$ cat src/rtl/linear_interp_if.sv
// Sample-side handshake plus modulator-side output bundle for linear_interp.
// The master side drives samples and the underrun clear. The slave side is the interpolator.
interface linear_interp_if #(
  parameter int MSB = 16
);
  logic signed [MSB-1:0] s_data;
  logic                  s_valid;
  logic                  s_ready;
  logic        [MSB-1:0] dac_out;
  logic                  sample_tick;
  logic                  underrun;
  logic                  underrun_clr;

  modport master (
    output s_data, s_valid, underrun_clr,
    input  s_ready, dac_out, sample_tick, underrun
  );

  modport slave (
    input  s_data, s_valid, underrun_clr,
    output s_ready, dac_out, sample_tick, underrun
  );
endinterface

$ cat src/rtl/linear_interp.sv
// Upsampling linear interpolator: ramps between successive signed PCM samples over
// 2**OSR_LOG2 clocks and emits one offset-binary word per clock for the modulator.
module linear_interp #(
  parameter int MSB      = 16,
  parameter int OSR_LOG2 = 6
) (
  input  logic            CLK,
  input  logic            RESET,
  linear_interp_if.slave  bus
);
  localparam int AW = MSB + OSR_LOG2 + 1;

  logic        [OSR_LOG2-1:0] r_phase;
  logic                       r_hold_v;
  logic signed [MSB-1:0]      r_hold;
  logic signed [MSB-1:0]      r_cur;
  logic signed [MSB:0]        r_delta;
  logic signed [AW-1:0]       r_acc;
  logic                       r_s_ready;
  logic                       r_tick;
  logic                       r_underrun;

  logic                       w_wrap;
  logic                       w_xfer;
  logic                       w_hold_v_nxt;
  logic signed [MSB-1:0]      w_hold_nxt;
  logic signed [MSB-1:0]      w_cur_nxt;
  logic signed [MSB:0]        w_delta_nxt;
  logic signed [AW-1:0]       w_acc_nxt;
  logic                       w_underrun_nxt;
  logic signed [MSB-1:0]      w_level;

  // NOTE: every signal gets a default before any branch so no path leaves it unassigned (no latch).
  always_comb begin
    w_wrap         = (r_phase == '1);
    w_xfer         = bus.s_valid & r_s_ready;
    w_hold_v_nxt   = r_hold_v;
    w_hold_nxt     = r_hold;
    w_cur_nxt      = r_cur;
    w_delta_nxt    = r_delta;
    w_acc_nxt      = r_acc + {{OSR_LOG2{r_delta[MSB]}}, r_delta};
    w_underrun_nxt = r_underrun & ~bus.underrun_clr;

    if (w_wrap) begin
      // Restart the ramp exactly on the outgoing sample, scaled by N.
      w_acc_nxt = {r_cur[MSB-1], r_cur, {OSR_LOG2{1'b0}}};
      if (r_hold_v) begin
        w_delta_nxt  = {r_hold[MSB-1], r_hold} - {r_cur[MSB-1], r_cur};
        w_cur_nxt    = r_hold;
        w_hold_v_nxt = 1'b0;
      end else begin
        w_delta_nxt    = '0;
        w_underrun_nxt = 1'b1;
      end
    end

    // A transfer cannot collide with a consuming wrap: s_ready is low whenever hold is full.
    if (w_xfer) begin
      w_hold_nxt   = bus.s_data;
      w_hold_v_nxt = 1'b1;
    end
  end

  // NOTE: state registers use non-blocking assignments so every flop samples pre-edge values.
  always_ff @(posedge CLK or posedge RESET) begin
    if (RESET) begin
      r_phase    <= '0;
      r_hold_v   <= 1'b0;
      r_hold     <= '0;
      r_cur      <= '0;
      r_delta    <= '0;
      r_acc      <= '0;
      r_s_ready  <= 1'b1;
      r_tick     <= 1'b0;
      r_underrun <= 1'b0;
    end else begin
      r_phase    <= r_phase + 1'b1;
      r_hold_v   <= w_hold_v_nxt;
      r_hold     <= w_hold_nxt;
      r_cur      <= w_cur_nxt;
      r_delta    <= w_delta_nxt;
      r_acc      <= w_acc_nxt;
      r_s_ready  <= ~w_hold_v_nxt;
      r_tick     <= w_wrap;
      r_underrun <= w_underrun_nxt;
    end
  end

  // Arithmetic shift floors toward -inf; flipping the sign bit converts to offset binary.
  assign w_level         = MSB'(r_acc >>> OSR_LOG2);
  assign bus.dac_out     = {~w_level[MSB-1], w_level[MSB-2:0]};
  assign bus.s_ready     = r_s_ready;
  assign bus.sample_tick = r_tick;
  assign bus.underrun    = r_underrun;
endmodule

$ cat src/flat_wrapper.sv
// flat-port wrapper written by rule: the top's interface ports become plain ports
module linear_interp_flat 
#(
  parameter int MSB      = 16,
  parameter int OSR_LOG2 = 6
)
  (CLK, RESET, bus_s_data, bus_s_valid, bus_underrun_clr, bus_s_ready, bus_dac_out, bus_sample_tick, bus_underrun);
  linear_interp_if #(.MSB(MSB)) bus_i ();
  input  logic CLK;
  input  logic RESET;
  input wire logic [$bits(bus_i.s_data)-1:0] bus_s_data;
  input wire logic [$bits(bus_i.s_valid)-1:0] bus_s_valid;
  input wire logic [$bits(bus_i.underrun_clr)-1:0] bus_underrun_clr;
  output wire logic [$bits(bus_i.s_ready)-1:0] bus_s_ready;
  output wire logic [$bits(bus_i.dac_out)-1:0] bus_dac_out;
  output wire logic [$bits(bus_i.sample_tick)-1:0] bus_sample_tick;
  output wire logic [$bits(bus_i.underrun)-1:0] bus_underrun;
  assign bus_i.s_data = bus_s_data;
  assign bus_i.s_valid = bus_s_valid;
  assign bus_i.underrun_clr = bus_underrun_clr;
  assign bus_s_ready = bus_i.s_ready;
  assign bus_dac_out = bus_i.dac_out;
  assign bus_sample_tick = bus_i.sample_tick;
  assign bus_underrun = bus_i.underrun;
  linear_interp #(.MSB(MSB), .OSR_LOG2(OSR_LOG2)) u_core (.CLK(CLK), .RESET(RESET), .bus(bus_i));
endmodule
$ cat config.mk
export PLATFORM = sky130hd
export DESIGN_NAME = linear_interp_flat
export DESIGN_NICKNAME = d
export VERILOG_FILES = /design/src/rtl/linear_interp_if.sv /design/src/rtl/linear_interp.sv /design/src/flat_wrapper.sv
export SDC_FILE = /design/constraint.sdc
export NUM_CORES = 1
export LEC_CHECK = 0
export CAP_MARGIN = 20
export CELL_PAD_IN_SITES_DETAIL_PLACEMENT = 1
export CELL_PAD_IN_SITES_GLOBAL_PLACEMENT = 1
export CORE_MARGIN = 10
export CORE_UTILIZATION = 50
export CTS_CLUSTER_DIAMETER = 60
export DETAILED_ROUTE_END_ITERATION = 10
export PLACE_DENSITY_LB_ADDON = 0.3
export RECOVER_POWER = 100
export SYNTH_ARGS = -nofsm -noshare
export SYNTH_HDL_FRONTEND = slang
export SYNTH_SLANG_ARGS = --single-unit
$ cat constraint.sdc
create_clock -name CLK -period 7 [get_ports CLK]
set_input_delay 0.7 -clock CLK [delete_from_list [all_inputs] [get_ports CLK]]
set_output_delay 0.7 -clock CLK [all_outputs]
set_load 0.1 [all_outputs]
# Word-level counts from Yosys, hierarchy flattened
# Cells that the tools add are included.
[classes]
eq_ne = 1
n_reduce_logical = 1
n_mux = 6
bitwise_logic = 5
add_sub_neg = 3
[op_table]
columns = ["op", "n"]
rows = [
  ["$add 23x23->23", 1],
  ["$mux 23", 1],
  ["$mux 17", 1],
  ["$sub 16x16->17", 1],
  ["$add 6x1->6 const B", 1],
  ["$eq 6x6->1 const B", 1],
  ["$mux 1", 4],
  ["$not 1->1", 3],
  ["$and 1x1->1", 2],
  ["$reduce_and 2->1", 1],
]
[word_totals]
inputBits = 20
word_cells = 25
register_bits = 82
out_inout_bits = 19

# Logic depth before layout (Yosys ltp)
# Gate-level depths: netlist (run 1).
[logic_depth]
depth_word = 4
depth_mapped = 11
mapped_depth_nobuf = 11

# Worst setup path after synthesis (run 1)
# OpenSTA, ideal clock, no wires.
[synth_path]
path_kind = "register -> register"
from = "register u_core.r_hold[0]"
to = "register u_core.r_delta[14]"
n_path_buf = 0
stages_incl_launch_ff = 12
synth_period_minus_slack_ps = 2325
arrival_time_ps = 2200
setup_ps = 125
t_required_ps = 6875
slack_ps = 4675
cell_sequence = "dfrtp_1 inv_1 ha_1 inv_1 fa_1 a21oi_1 o21ai_1 o31a_1 a211o_1 a31oi_1 xor2_1 o21ai_1"
[synth_via]
elab_chain_cells = 2
[synth_rtl]
columns = ["element", "line_no", "text"]
rows = [
  ["start: declaration", "linear_interp.sv:15", "logic signed [MSB-1:0] r_hold;"],
  ["start signal: assignment", "linear_interp.sv:79", "r_hold <= w_hold_nxt;"],
  ["$sub 16x16->17", "linear_interp.sv:48", "w_delta_nxt = {r_hold[MSB-1], r_hold} - {r_cur[MSB-1], r_cur};"],
  ["$mux 17", "linear_interp.sv:47", "if (r_hold_v) begin"],
  ["end signal: assignment", "linear_interp.sv:81", "r_delta <= w_delta_nxt;"],
  ["end: declaration", "linear_interp.sv:17", "logic signed [MSB:0] r_delta;"],
]
# No other way between the ends.
# A chain may end at the register's enable or synchronous reset.

# Final worst setup path (run 1)
[layout_path]
from = "register u_core.r_phase[0]"
to = "register u_core.r_delta[16]"
[layout_via]
elab_chain_cells = 1
[layout_rtl]
columns = ["element", "line_no", "text"]
rows = [
  ["start: declaration", "linear_interp.sv:13", "logic [OSR_LOG2-1:0] r_phase;"],
  ["start signal: assignment", "linear_interp.sv:77", "r_phase <= r_phase + 1'b1;"],
  ["$eq 6x6->1", "linear_interp.sv:35", "w_wrap = (r_phase == '1);"],
]
# No other way between the ends.

==> key figures, run 1 <==
Run status
  • Status: complete, but fails checks
  • Failing checks: max-capacitance violations, max-slew violations

Critical path
  • Crit path kind: flip-flop to flip-flop
  • Worst EP arrival: 4.86 ns
  • Kind of start point of the critical path: flip-flop
  • Worst Reg-to-Reg Cells: 8
  • RR Endpoint: u_core.r_delta[16]
  • Highest fanout seen on the critical path: 36
  • Setup crit end kind: flip-flop
  • Reg2Reg Setup Slack: 2.40 ns
  • CP required: 7.26 ns
  • Reg2reg start: u_core.r_phase[0]

Yosys
  • Syn_nets: 549
  • Ys flop type: dfrtp_1
  • Yosys cell types: 58
  • Post-Syn Instances: 489
  • Synth Area per Inst: 10.0 sq um
  • Ys Warns: 0
  • Ys async rst share: 100%
  • Synth area leader: dfrtp_1
  • Yosys top cell area share: 40.9%
  • Seq cells post-synth: 81
  • Post-synth EDFFs: 0
  • Mapped cell area: 0.00490 sq mm
  • Top cells by area, synth: dfrtp_1, ha_1, mux2_2, nand2_1, xnor2_1
  • Seq/Total Area, Yosys: 41.4%

Detailed routing
  • DR vias: 3667
  • Total wire length: 12000 um
  • DRT iter0 DRCs: 145
  • Pre-antenna DRT Iters: 5
  • Vias per inst: 5.64
  • Drt drc: 0
  • Wire per inst: 18.5 um
  • Final ANT Viol Nets: 0

Placed design
  • DP HPWL: 8930 um
  • IO buf count: 38
  • Place WS: 3.81 ns
  • Routability cong.: 0.857

Global route
  • First-pass GRT wire length: 19700 um
  • Gr ovfl total: 0
  • Number of global-route vias before repair: 3938
  • Initial antenna violation count: 0
  • Pin count of the biggest net entering global routing: 82
  • Total track usage: 17.0%

Timing
  • Final setup viols: 0
  • Final period utilization: 65.7%
  • RSZ-0062 raised after global routing: no
  • Clk_skew: 0.00762 ns
  • Worst slew pin tran: 1.80 ns
  • Setup ws final: 2.40 ns
  • WHS: 0.461 ns
  • Slew headroom: -20.0%
  • Fmax: 217 MHz
  • Fin crit period: 4.60 ns
  • Final Max Slew Viols: 33
  • Final hold vios: 0
  • Setup_tns: 0 ns

Finish
  • Diode count: 0
  • Commonest non-fill, non-tap cell in the layout: dfrtp_1
  • Nets: 572
  • Area grow syn2layout: 12.4%
  • Commonest non-fill, non-tap cells in the layout: dfrtp_1, nand2_1, ha_1, o21ai_0, mux2_2
  • Final core utilization: 57.1%
  • Fraction of layout cells with a size suffix above 1: 10.8%

Floorplanning
  • Die height: 119 um
  • Die area: 0.0142 sq mm
  • Die width: 119 um
  • CORE AREA: 0.00964 sq mm
  • # rows: 36
  • Initial Util: 50.8%
  • I/O pin total: 39

Worst hold path
  • Hold wc startpoint: u_core.r_phase[0]
  • Worst min-delay path class: flip-flop to flip-flop
  • Hold Path End: u_core.r_phase[0]
  • Number of instances on the worst hold path: 1

Clock network
  • CTS max path bufs: 2
  • Clock H-tree levels: 3
  • Post-CTS setup buffer count: 0
  • Post-cts resize count: 0
  • Clock Tree Root: clkbuf_8
  • Clock latency at the later pin of the worst-skew pair: 0.37 ns
  • CTS tree: built
  • TritonCTS buffer count: 9
  • Hold-fix buffers, CTS: 0
  • TritonCTS Sinks: 81
  • CTS clk-pin slew, worst paths: 0.08 ns

Power
  • Flop pwr share: 54.6%
  • Overall power: 0.000856 W
  • P_leak: 2.70 nW
  • Max VDD drop: 0.166 mV
  • Internal: 0.000672 W
  • Sw power: 0.000184 W
  • Clock power share: 42.9%
  • Comb power frac: 2.5%
  • Power per cell area: 156 mW/mm^2
  • Switching part of the total: 21.5%

Job
  • Max_cap viols: 2
## power groups by stage
stage	Combinational, W	Sequential, W	Clock [W]
2_1_floorplan	0.00000690	0.000477	0
3_3_place_gp	0.0000202	0.000477	0
3_5_place_dp	0.0000207	0.000477	0
4_1_cts	0.0000207	0.000467	0.000375
5_1_grt	0.0000237	0.000467	0.000392
6_report	0.0000212	0.000467	0.000367
## area by class of cell
class                           count  area (sq um)
Clock buffer                       14           173
Clock inverter                      2          35.0
Fill cell                        1100          4140
Inverter                           29           110
Multi-Input combinational cell    350          2570
Sequential cell                    81          2030
Tap cell                          133           166
Timing Repair Buffer               41           415
## cell usage after synthesis, types with 11 or more instances
master / n
clkbuf_1: 11
a21oi_1: 24
dfrtp_1: 80
o21ai_0: 27
xnor2_1: 18
nand3_1: 11
mux2_2: 31
buf_4: 15
xor2_1: 15
nor2_1: 24
inv_1: 29
ha_1: 38
nand2_1: 47
a21o_1: 14
## metrics by stage
step                      cells  instance area (sq um)
after global routing        650                   5500
after floorplan             489                   4900
final                       650                   5500
after detailed placement    633                   5290
after CTS                   649                   5500
after global placement      633                   5290
## worst max-delay path: stages, from the launching register on
cell,delay (ns)
dfrtp_1,0.41
ha_1,0.24
and3_1,0.22
nand3_1,0.09
clkbuf_1,1.09
inv_1,0.89
nand2_1,1.05
nor4b_1,0.13
a221o_1,0.36
## cells by family after synthesis
logic type / Yosys count / share of synthesized area, %
xor+xnor: 33 / 5.90
compound gates: 120 / 16.9
fa+ha+maj: 40 / 10.5
simple gates: 126 / 12.5
mux: 31 / 7.13
flops: 81 / 41.4
buf+inv: 58 / 5.65
## metal layers
metal	GRT usage (%)	routed length, um	vias up
met5	0	0	-
met4	8.63	290	0
met3	2.88	390	25
met2	27.8	5650	65
met1	21.4	5660	1813
li1	-	-	1764
## registers in the layout, indices dropped and copies added (netlist names)
register / flops
u_core.r_hold_v: 1
u_core.r_acc: 22
u_core.r_cur: 16
u_core.bus.underrun: 1
u_core.bus.s_ready: 1
u_core.r_delta: 17
u_core.r_hold: 16
u_core.bus.sample_tick: 1
u_core.r_phase: 6
## worst max-delay path by stage
stage | from | to | depth (start not counted)
2_1_floorplan | RESET | u_core.bus.sample_tick | 1
3_3_place_gp | u_core.r_phase[0] | u_core.r_delta[16] | 8
3_5_place_dp | u_core.r_phase[0] | u_core.r_delta[16] | 8
4_1_cts | u_core.r_phase[0] | u_core.r_delta[16] | 8
5_1_grt | u_core.r_phase[0] | u_core.r_delta[16] | 8
6_report | u_core.r_phase[0] | u_core.r_delta[16] | 8
Note: power is estimated with default switching activity, not from simulation.
==> inputs of run 2 (changes only) <==
- CORE_UTILIZATION: 50 -> 46
- clock period: 7 -> 4.8 ns (I/O delays scaled with it)
==> run 2 against run 1 <==
  * The flow still finishes with violations (max-capacitance violations, max-slew violations)
  * Sequential power increased by 46%
  * Power up 49%
  * Sequential share of layout area fell by 0.075 points
  * First-iteration DRC count is 6.9% lower
  * Critical endpoint unchanged
  * Die area increased by 7.2%
  * Clock-buffer cell count is 4 lower
  * Non-clock buffer count unchanged
  * Setup slack worse by 1.0 ns
==> key figures, run 2 (synthesis gave the netlist of run 1 again) <==
Finish
  • Nets: 572 (unchanged)
  • Commonest non-fill, non-tap cell in the layout: dfrtp_1
  • Diode count: 0 (unchanged)
  • Commonest non-fill, non-tap cells in the layout: dfrtp_1, nand2_1, ha_1, o21ai_0, mux2_2
  • Final core utilization: 53.2% (-3.9 points)
  • Biggest regs: u_core.r_acc (22), u_core.r_delta (17)
  • Max reg flops: 22 (unchanged)
  • Area grow syn2layout: 12.6%
  • Fraction of layout cells with a size suffix above 1: 11.8% (+0.97 points)
  • Biggest register: u_core.r_acc

Critical path
  • Kind of start point of the critical path: flip-flop
  • Worst Reg-to-Reg Cells: 9 (+1)
  • Reg2reg start: u_core.r_phase[0]
  • Crit path kind: flip-flop to flip-flop
  • CP required: 5.05 ns (-2.21 ns)
  • Worst EP arrival: 3.67 ns (-1.19 ns)
  • RR Endpoint: u_core.r_delta[16]
  • Reg2Reg Setup Slack: 1.39 ns (-1.01 ns)
  • Highest fanout seen on the critical path: 36 (unchanged)
  • Setup crit end kind: flip-flop

Timing
  • Fin crit period: 3.41 ns (-1.19 ns)
  • Worst slew pin tran: 1.84 ns (+0.0357 ns)
  • Setup_tns: 0 ns (unchanged)
  • Fmax: 293 MHz (+35%)
  • Final Max Slew Viols: 41 (+24%)
  • Final period utilization: 71.1% (+5.3 points)
  • Final setup viols: 0 (unchanged)
  • Slew headroom: -23.1% (-3.1 points)
  • RSZ-0062 raised after global routing: no
  • Clk_skew: 0.0188 ns (+0.0111 ns)
  • Final hold vios: 0 (unchanged)

Power
  • Power per cell area: 232 mW/mm^2 (+49%)
  • Max VDD drop: 0.185 mV (+11%)
  • P_leak: 2.70 nW (-0.20%)

Detailed routing
  • Drt drc: 0 (unchanged)
  • DR vias: 3603 (-1.7%)
  • DRT iter0 DRCs: 135 (-6.9%)
  • Wire per inst: 17.5 um (-5.3%)
  • Vias per inst: 5.52 (-2.2%)
  • Final ANT Viol Nets: 0 (unchanged)
  • Total wire length: 11400 um (-4.8%)
  • Pre-antenna DRT Iters: 4 (-1)

Global route
  • First-pass GRT wire length: 19000 um (-3.4%)
  • Number of global-route vias before repair: 3739 (-5.1%)
  • Initial antenna violation count: 0 (unchanged)
  • Total track usage: 15.6% (-1.5 points)
  • Gr ovfl total: 0 (unchanged)
  • Pin count of the biggest net entering global routing: 43 (-48%)

Clock network
  • TritonCTS buffer count: 9 (unchanged)
  • TritonCTS Sinks: 81 (unchanged)
  • Post-CTS setup buffer count: 0 (unchanged)
  • Clock H-tree levels: 3 (unchanged)
  • CTS max path bufs: 2 (unchanged)
  • Clock latency at the later pin of the worst-skew pair: 0.37 ns (about the same)
  • Clock Tree Root: clkbuf_8
  • CTS clk-pin slew, worst paths: 0.09 ns (about the same)
  • Hold-fix buffers, CTS: 0 (unchanged)
  • Post-cts resize count: 0 (unchanged)
  • CTS tree: built

Run status
  • Status: complete, but fails checks
  • Failing checks: max-capacitance violations, max-slew violations

Placed design
  • DP HPWL: 8810 um (-1.3%)
  • Routability cong.: 0.806 (-6.0%)
  • IO buf count: 38 (unchanged)

Worst hold path
  • Number of instances on the worst hold path: 1 (unchanged)
  • Worst min-delay path class: flip-flop to flip-flop
  • Hold wc startpoint: u_core.r_phase[0]
  • Hold Path End: u_core.r_phase[0]

Floorplanning
  • Initial Util: 47.2% (-3.6 points)
  • Die width: 123 um (+3.5%)
  • CORE AREA: 0.0104 sq mm (+7.6%)
  • Die area: 0.0152 sq mm (+7.2%)
  • I/O pin total: 39 (unchanged)
  • # rows: 37 (+2.8%)
  • Die height: 123 um (+3.5%)

Job
  • Max_cap viols: 1 (-1)
## run 2: cell count changes in the layout (fill, tap and decap cells not counted), sizes merged
cell	previous run	this run
clkbuf	16	11
clkinvlp	1	4
buf	1	2
bufinv	1	2
## run 2: worst max-delay path by stage
stage | startpoint | end | slack (ns) | depth (start not counted)
2_1_floorplan | RESET | u_core.bus.sample_tick | 2.24 | 1
3_3_place_gp | u_core.r_phase[0] | u_core.r_delta[16] | 2.21 | 9
3_5_place_dp | u_core.r_phase[0] | u_core.r_delta[16] | 2.15 | 9
4_1_cts | u_core.r_phase[0] | u_core.r_delta[16] | 2.16 | 9
5_1_grt | u_core.r_phase[0] | u_core.r_delta[16] | 1.05 | 9
6_report | u_core.r_phase[0] | u_core.r_delta[16] | 1.39 | 9
## run 2: cell type report
class	instances	area (sq um)
clock buffers	10	138
clock inverters	6	91.3
fillers	1200	4860
inverters	29	110
multi-input cells	350	2580
flip-flops and latches	81	2030
well taps	136	170
repair buffers	41	399
## run 2: stage by stage
step	cell area (sq um)	setup slack [ns]	total power, W	cells	hold WS, ns
2_1_floorplan	4900	2.24	0.000705	489	0.422
5_1_grt	5510	1.05	0.00133	653	0.489
3_3_place_gp	5300	2.21	0.000725	637	0.436
3_5_place_dp	5300	2.15	0.000726	637	0.461
6_report	5510	1.39	0.00128	653	0.460
4_1_cts	5530	2.16	0.00129	653	0.474
## run 2: report_power, final
group	total, W	internal (W)	switching (W)
Combinational	0.0000287	0.0000137	0.0000150
Clock	0.000567	0.000308	0.000260
Sequential	0.000682	0.000682	0.0000000000000000000187
## run 2: critical path, cell delays in order (launching register included)
cell and delay (ns):
dfrtp_1 0.40, ha_1 0.22, and3_1 0.20, nand3_1 0.08, clkbuf_1 1.07, inv_1 0.10, buf_4 0.30, nand2_2 0.46
nor4b_1 0.11, a221o_1 0.33
## run 2: per-layer routing
metal | vias to the layer above | track usage, % | share of wire (%)
met5 | - | 0 | 0
met4 | 0 | 3.93 | 1.0
met3 | 12 | 3.14 | 4.0
met2 | 57 | 24.5 | 47
met1 | 1775 | 21.5 | 48
li1 | 1759 | - | -
==> inputs of run 3 (changes only) <==
- clock period: 4.8 -> 3.4 ns (I/O delays scaled with it)
==> run 3 against run 2 <==
  * Cell count stayed put
  * Clock-buffer cell count grew 1
  * Fmax is 23% higher
  * Combinational power increased by 38%
  * Largest cell class unchanged
  * First-iteration DRC count is 55% higher
  * Critical path depth shrank 3
  * Clock skew shrank 0.0048 ns
  * Via count grew 0.58%
  * Sequential share of layout area increased by 0.18 points
  * Global-route usage increased by 0.34 points
  * The flow still finishes with violations (max-capacitance violations, max-slew violations)
==> key figures, run 3 (synthesis gave the netlist of run 1 again) <==
Run status
  • Status: complete, but fails checks
  • Failing checks: max-capacitance violations, max-slew violations

Clock network
  • Clock latency at the later pin of the worst-skew pair: 0.36 ns (about the same)
  • CTS clk-pin slew, worst paths: 0.08 ns (about the same)
  • CTS max path bufs: 2 (unchanged)
  • TritonCTS Sinks: 81 (unchanged)
  • Hold-fix buffers, CTS: 0 (unchanged)
  • Clock H-tree levels: 3 (unchanged)
  • Post-cts resize count: 0 (unchanged)
  • Post-CTS setup buffer count: 0 (unchanged)
  • TritonCTS buffer count: 9 (unchanged)
  • CTS tree: built
  • Clock Tree Root: clkbuf_8

Detailed routing
  • Vias per inst: 5.55 (+0.58%)
  • Pre-antenna DRT Iters: 4 (unchanged)
  • Drt drc: 0 (unchanged)
  • Wire per inst: 17.6 um (+0.67%)
  • Final ANT Viol Nets: 0 (unchanged)
  • DRT iter0 DRCs: 209 (+55%)
  • DR vias: 3624 (+0.58%)
  • Total wire length: 11500 um (+0.67%)

Placed design
  • Routability cong.: 0.834 (+3.5%)
  • DP HPWL: 8470 um (-3.8%)
  • Post-Place Cells: 637 (unchanged)
  • IO buf count: 38 (unchanged)
  • Place WS: 0.846 ns (-1.31 ns)

Worst hold path
  • Worst min-delay path class: flip-flop to flip-flop
  • Number of instances on the worst hold path: 1 (unchanged)
  • Hold Path End: u_core.r_phase[0]
  • Hold wc startpoint: u_core.r_phase[0]

Power
  • Clock power share: 41.5% (-2.9 points)
  • Power per cell area: 312 mW/mm^2 (+35%)
  • Max VDD drop: 0.176 mV (-4.8%)
  • Internal: 0.00134 W (+33%)
  • Switching part of the total: 21.9% (+0.39 points)
  • Comb power frac: 2.3% (about the same)
  • Sw power: 0.000375 W (+37%)
  • P_leak: 2.69 nW (-0.15%)
  • Flop pwr share: 56.2% (+2.8 points)

Floorplanning
  • Die width: 123 um (unchanged)
  • Die area: 0.0152 sq mm (unchanged)
  • CORE AREA: 0.0104 sq mm (unchanged)
  • Die height: 123 um (unchanged)
  • I/O pin total: 39 (unchanged)
  • # rows: 37 (unchanged)
  • Initial Util: 47.2% (unchanged)

Global route
  • Number of global-route vias before repair: 3791 (+1.4%)
  • Initial antenna violation count: 0 (unchanged)
  • Total track usage: 15.9% (+0.34 points)
  • First-pass GRT wire length: 19200 um (+1.1%)
  • Gr ovfl total: 0 (unchanged)
  • Pin count of the biggest net entering global routing: 82 (+91%)

Finish
  • Fraction of layout cells with a size suffix above 1: 11.4% (-0.39 points)
  • Commonest non-fill, non-tap cell in the layout: dfrtp_1
  • Nets: 572 (unchanged)
  • Area grow syn2layout: 12.1%
  • Biggest register: u_core.r_acc
  • Commonest non-fill, non-tap cells in the layout: dfrtp_1, nand2_1, ha_1, o21ai_0, mux2_2
  • Final core utilization: 52.9% (-0.27 points)
  • Max reg flops: 22 (unchanged)
  • Biggest regs: u_core.r_acc (22), u_core.r_delta (17)
  • Fin cells: 653 (unchanged)
  • Diode count: 0 (unchanged)

Critical path
  • Crit path kind: flip-flop to flip-flop
  • Reg2reg start: u_core.r_phase[0]
  • Highest fanout seen on the critical path: 35 (-2.8%)
  • Reg2Reg Setup Slack: 0.63 ns (-0.76 ns)
  • CP required: 3.65 ns (-1.40 ns)
  • RR Endpoint: u_core.r_delta[3]
  • CP cell instances: ha_1 > and3_1 > nand3_1 > clkbuf_1 > a2111oi_0 > a21o_1
  • Setup crit end kind: flip-flop
  • Kind of start point of the critical path: flip-flop
  • Worst path slowest cell: clkbuf_1
  • Worst EP arrival: 3.02 ns (-0.65 ns)
  • Worst Reg-to-Reg Cells: 6 (-3)
  • Worst path max stage delay: 1.16 ns (+0.09 ns)

Timing
  • Final Max Slew Viols: 118 (+190%)
  • Slew headroom: -33.7% (-11 points)
  • Fmax: 361 MHz (+23%)
  • RSZ-0062 raised after global routing: no
  • Worst slew pin tran: 2.01 ns (+0.170 ns)
  • Final hold vios: 0 (unchanged)
  • Clk_skew: 0.0139 ns (-0.00484 ns)
  • Final setup viols: 0 (unchanged)
  • Fin crit period: 2.77 ns (-0.643 ns)
  • Final period utilization: 81.4% (+10 points)
  • Setup ws final: 0.632 ns (-0.757 ns)
  • Setup_tns: 0 ns (unchanged)

Job
  • Max_cap viols: 2 (+1)
==> run 3: area by class of cell <==
class,count,area (sq um)
inverters,29,110
clock inverters,5,55.1
clock buffers,11,141
fillers,1184,4880
repair buffers,41,393
flip-flops and latches,81,2030
well taps,136,170
multi-input cells,350,2590
==> run 3: layer usage <==
metal	vias up	wire length [um]	track usage [%]
met1	1804	5660	21.2
met4	0	167	6.26
met3	12	312	2.28
li1	1762	-	-
met5	-	0	0
met2	46	5340	25.5
==> run 3: worst max-delay path by stage <==
stage	start	to	slack (ns)
2_1_floorplan	RESET	u_core.bus.sample_tick	0.98
3_3_place_gp	u_core.r_hold[0]	u_core.r_delta[14]	0.91
3_5_place_dp	u_core.r_hold[0]	u_core.r_delta[14]	0.85
4_1_cts	u_core.r_hold[0]	u_core.r_delta[14]	0.85
5_1_grt	u_core.r_phase[0]	u_core.r_delta[3]	0.36
6_report	u_core.r_phase[0]	u_core.r_delta[3]	0.63
==> run 3: power groups by stage <==
stage	combinational (W)	sequential, W	clock (W)
CTS	0.0000447	0.000962	0.000735
floorplan	0.0000142	0.000982	0
global route	0.0000448	0.000963	0.000774
global placement	0.0000438	0.000982	0
detailed placement	0.0000447	0.000982	0
finish	0.0000397	0.000963	0.000712
==> run 3: critical path, delay by kind of cell, from the launching register on <==
family                     cells  cell delay, ns
buffers and inverters          1            1.16
AOI/OAI and AO/OA              2            0.55
DFF                            1            0.40
and+or+nand+nor                2            0.33
adders and majority gates      1            0.23
==> run 3: stage by stage <==
stage | hold slack [ns] | area [sq um] | power [W]
2_1_floorplan | 0.422 | 4900 | 0.000996
3_5_place_dp | 0.447 | 5320 | 0.00103
4_1_cts | 0.406 | 5510 | 0.00174
5_1_grt | 0.485 | 5490 | 0.00178
3_3_place_gp | 0.437 | 5320 | 0.00103
6_report | 0.454 | 5490 | 0.00171
